## config.mk

```make
export PLATFORM = sky130hd
export DESIGN_NAME = ice_pin_pattern_gen
export DESIGN_NICKNAME = d
export VERILOG_FILES = /design/src/rtl/ice_pin_pattern_gen.sv
export SDC_FILE = /design/constraint.sdc
export NUM_CORES = 1
export LEC_CHECK = 0
export ABC_CLOCK_PERIOD_IN_PS = 2570
export CORE_MARGIN = 1
export CORE_UTILIZATION = 50
export CTS_BUF_LIST = sky130_fd_sc_hd__clkbuf_4 sky130_fd_sc_hd__clkbuf_8 sky130_fd_sc_hd__clkbuf_16
export CTS_CLUSTER_DIAMETER = 80
export DETAILED_ROUTE_END_ITERATION = 7
export PLACE_DENSITY = 0.77
export SKIP_LAST_GASP = 1
export SLEW_MARGIN = 15
export SYNTH_ARGS = -nofsm -noshare
export SYNTH_HDL_FRONTEND = slang
export SYNTH_SLANG_ARGS = --single-unit
```

## constraint.sdc

```tcl
create_clock -name clk -period 2.57 [get_ports clk]
set_input_delay 0.514 -clock clk [delete_from_list [all_inputs] [get_ports clk]]
set_output_delay 0.514 -clock clk [all_outputs]
set_load 0.1 [all_outputs]
```

## src/rtl/ice_pin_pattern_gen.sv

```systemverilog
// Walking-ones / walking-zeros pin pattern generator for the iCE40 test jig.
// Advances on a synchronized rising edge of step_async or after a fixed dwell in auto mode.
module ice_pin_pattern_gen #(
  parameter int NUM_PINS     = 32,
  parameter int DWELL_CYCLES = 12_000_000,
  parameter int SYNC_STAGES  = 2
) (
  input  logic                        clk,
  input  logic                        rst_n,
  input  logic                        step_async,
  input  logic                        auto_en,
  output logic [NUM_PINS-1:0]         pins_out,
  output logic [NUM_PINS-1:0]         pins_oe,
  output logic [$clog2(NUM_PINS)-1:0] index,
  output logic [1:0]                  phase,
  output logic                        led_r,
  output logic                        led_g,
  output logic                        led_b
);
  localparam int IW = $clog2(NUM_PINS);
  localparam int CW = $clog2(DWELL_CYCLES);
  localparam logic [NUM_PINS-1:0] ONE = NUM_PINS'(1);

  typedef enum logic [1:0] {IDLE = 2'd0, WALK1 = 2'd1, WALK0 = 2'd2, DONE = 2'd3} state_t;

  state_t                 state;
  logic [SYNC_STAGES-1:0] sync_q;
  logic                   step_prev;
  logic                   step_rise;
  logic [CW-1:0]          dwell;
  logic                   dwell_hit;
  logic                   adv;
  logic                   last;

  // Synchronizer and edge history reset high so a step held through reset is not an edge.
  always_ff @(posedge clk or negedge rst_n) begin
    if (!rst_n) begin
      sync_q    <= '1;
      step_prev <= 1'b1;
      step_rise <= 1'b0;
    end else begin
      sync_q    <= {sync_q[SYNC_STAGES-2:0], step_async};
      step_prev <= sync_q[SYNC_STAGES-1];
      step_rise <= sync_q[SYNC_STAGES-1] & ~step_prev;
    end
  end

  assign dwell_hit = auto_en && (state != DONE) && (dwell == CW'(DWELL_CYCLES - 1));
  assign adv       = step_rise | dwell_hit;
  assign last      = (index == IW'(NUM_PINS - 1));
  assign phase     = state;

  always_ff @(posedge clk or negedge rst_n) begin
    if (!rst_n)                dwell <= '0;
    else if (!auto_en || adv)  dwell <= '0;
    else if (state != DONE)    dwell <= dwell + CW'(1);
  end

  // Outputs are assigned alongside each transition so they stay pure flop outputs.
  always_ff @(posedge clk or negedge rst_n) begin
    if (!rst_n) begin
      state    <= IDLE;
      index    <= '0;
      pins_out <= '0;
      pins_oe  <= '0;
      led_r    <= 1'b1;
      led_g    <= 1'b1;
      led_b    <= 1'b1;
    end else if (adv) begin
      case (state)
        IDLE: begin
          state    <= WALK1;
          index    <= '0;
          pins_oe  <= '1;
          pins_out <= ONE;
          led_b    <= 1'b0;
        end
        WALK1: begin
          if (last) begin
            state    <= WALK0;
            index    <= '0;
            pins_out <= ~ONE;
            led_b    <= 1'b1;
            led_r    <= 1'b0;
          end else begin
            index    <= index + IW'(1);
            pins_out <= pins_out << 1;
          end
        end
        WALK0: begin
          if (last) begin
            state    <= DONE;
            index    <= '0;
            pins_oe  <= '0;
            pins_out <= '0;
            led_r    <= 1'b1;
            led_g    <= 1'b0;
          end else begin
            index    <= index + IW'(1);
            pins_out <= {pins_out[NUM_PINS-2:0], 1'b1};
          end
        end
        default: begin
          state <= IDLE;
          index <= '0;
          led_g <= 1'b1;
        end
      endcase
    end
  end
endmodule

```

==> impl_metrics.csv <==
group,metric,value,unit
status,status,"complete, no violations",
sta,max_clock_freq,429,MHz
cts,cts_made_buffers,9,
final_layout,layout-drive-gt1-share,27.4,%
synth,synthCells,360,
synth,netlist_area,3480,sq um
cts,insertion_delay,350,ps
synth,yosys.cell_types.count,39,
sta,fin_skew,16.3,ps
final_layout,nNetsFinal,423,
sta,finalHoldViolCount,0,
detailed_routing,drt_iter0_markers,75,
die,die_width,85.4,microns
detailed_routing,route.vias.total,2648,
die,die_h,85.4,microns
worst_setup_path,required,2800,ps
worst_setup_path,max_stage_delay,580,ps
detailed_routing,drcViolationCount,0,
synth,syn_area_per_cell,9.66,sq um
sta,slew-limit-headroom,55.1,%
place,place_hpwl,4760,microns
die,die_area,7290,sq um
die,initial_utilization,51.4,%
synth,synth_seq_cells,71,
global_route,grt_pass1_vias,2487,
sta,setup_viol,0,
cts,cts.sinks,71,
sta,drv_slew,0,
worst_setup_path,cp-start-kind,"flip-flop",
worst_setup_path,crit_path_top_delay_cell,"or4_1",
cts,cts_tree,"built",
global_route,grt_first_pass_wirelength,11600,microns
job,maxCapViolCount,0,
worst_hold_path,hp-class,"in -> async",
final_layout,syn_to_final_growth,33.1,%
cts,hold_buffers,0,
global_route,grt_max_degree,65,
die,coreArea,6760,sq um
worst_setup_path,path_cells,"or4_1 > nor4_4 > a31oi_4 > nor2_1 > mux2_2",
synth,yosysSeqAreaShare,51.3,%
sta,tns,0,ps
synth,asyncSetResetFlopFracSynth,100,%
cts,postCtsSetupBuffers,0,
detailed_routing,wl,6860,microns
final_layout,diodes,0,
die,rows,30,
final_layout,mostFrequentLayoutCell,"o21ai_0",
detailed_routing,ant_nets,0,
place,numPortBuffers,77,
worst_setup_path,crit_fanout,9,
sta,fin_crit,2330,ps
global_route,antenna_found_initial,0,
detailed_routing,wl_per_cell,13.8,microns
final_layout,nFillCells,511,
final_layout,layout_common_cells,"o21ai_0 (67), dfrtp_1 (63), buf_4 (50)",
cts,clockBufferDepth,2,
cts,root_buffer,"clkbuf_8",
worst_setup_path,cp-end-kind,"flip-flop",
synth,synth_edf_count,0,
cts,cts_resized,0,
worst_setup_path,crit_type,"reg -> reg",
sta,worst_pin_slew,674,ps
synth,syn-num-nets,372,
cts,clkTransAtPathRegs,80,ps
sta,period_share,90.7,%
synth,synth_flop_cell,"dfrtp_1",
global_route,grt_usage,20.4,%
sta,rsz0062_at_grt,"false",
worst_setup_path,crit_arrival,2560,ps
synth,synth_warnings,0,
place,gp_congestion,0.830,
detailed_routing,vias_per_cell,5.34,
cts,h-tree-depth,3,
detailed_routing,dr.pass1.iters,4,
global_route,overflow,0,
die,ios,78,
==> worst paths after layout <==
check / from / end / slack (ps) / cells past startpoint
min: rst_n / dwell[20]$_DFFE_PN0P_ / 190 / 1
max in group asynchronous: rst_n / step_prev$_DFF_PN1_ / 1670 / 2
max: dwell[19]$_DFFE_PN0P_ / phase[1]$_DFFE_PN0P_ / 240 / 5
min reg2reg: sync_q[0]$_DFF_PN1_ / sync_q[1]$_DFF_PN1_ / 360 / 0
max reg2reg: dwell[19]$_DFFE_PN0P_ / phase[1]$_DFFE_PN0P_ / 240 / 5
min in group clk: sync_q[0]$_DFF_PN1_ / sync_q[1]$_DFF_PN1_ / 360 / 0
==> cell usage after synthesis (2+ instances only) <==
cell / number / area (sq um)
o21ai_0: 67 / 335
dfrtp_1: 65 / 1630
nand2_1: 45 / 169
nor2_1: 32 / 120
buf_4: 31 / 233
xor2_1: 17 / 149
nand3_1: 15 / 75.1
clkbuf_1: 13 / 48.8
ha_1: 8 / 100
nand4_1: 7 / 43.8
dfstp_2: 6 / 158
inv_1: 6 / 22.5
xnor2_1: 6 / 52.6
nor2b_1: 5 / 31.3
and3_1: 4 / 25.0
buf_2: 3 / 15.0
nand3b_1: 3 / 22.5
nor3_1: 3 / 15.0
mux2i_1: 2 / 20.0
o41ai_1: 2 / 17.5
or4_1: 2 / 15.0
==> registers in the layout, summed over array words and instances, names as in the netlist, 2 cells and up <==
register,flops
pins_out,32
index,5
dwell,24
phase,2
sync_q,2
==> stage by stage <==
stage	utilization [%]	std cells	hold slack (ps)	area, sq um	setup slack (ps)
floorplan	-	360	218	3480	90.8
global placement	64.7	480	349	4370	256
detailed placement	64.7	480	348	4370	219
CTS	68.5	496	212	4630	226
global route	68.5	496	244	4630	127
finish	68.5	496	191	4630	240
==> area by class of cell <==
type | instances | area (sq um) | area share [%]
timing repair buffer | 87 | 1080 | 23.4
sequential | 71 | 1790 | 38.6
tap | 80 | 100 | 2.16
clock inverter | 5 | 106 | 2.30
multi-input combinational | 236 | 1380 | 29.9
inverter | 6 | 22.5 | 0.487
clock buffer | 11 | 145 | 3.14
==> critical path: cells and delay by family (launching register included) <==
kind	cells	cell delay [ps]
AO/OA/AOI/OAI	1	210
multiplexers	1	350
flip-flops	1	420
AND/OR/NAND/NOR	3	1230
==> kinds of logic after synthesis <==
| family | synth area share, % |
|---|---|
| and+or+nand+nor | 17.3 |
| xor gates and xnor gates | 5.80 |
| DFF | 51.3 |
| muxes | 0.900 |
| buffers and inverters | 9.18 |
| AOI/OAI and AO/OA | 12.6 |
| adders and majority gates | 2.88 |
==> routing by layer <==
| metal | GRT usage [%] | share of wire [%] |
|---|---|---|
| met4 | 7.88 | 1.7 |
| met1 | 26.9 | 46 |
| met2 | 32.0 | 46 |
| met3 | 6.13 | 6.3 |
| met5 | 0 | 0 |
Power is left out: the tool's default activity adds up to more than one toggle a clock period on the data nets, which glitch-free logic cannot reach.
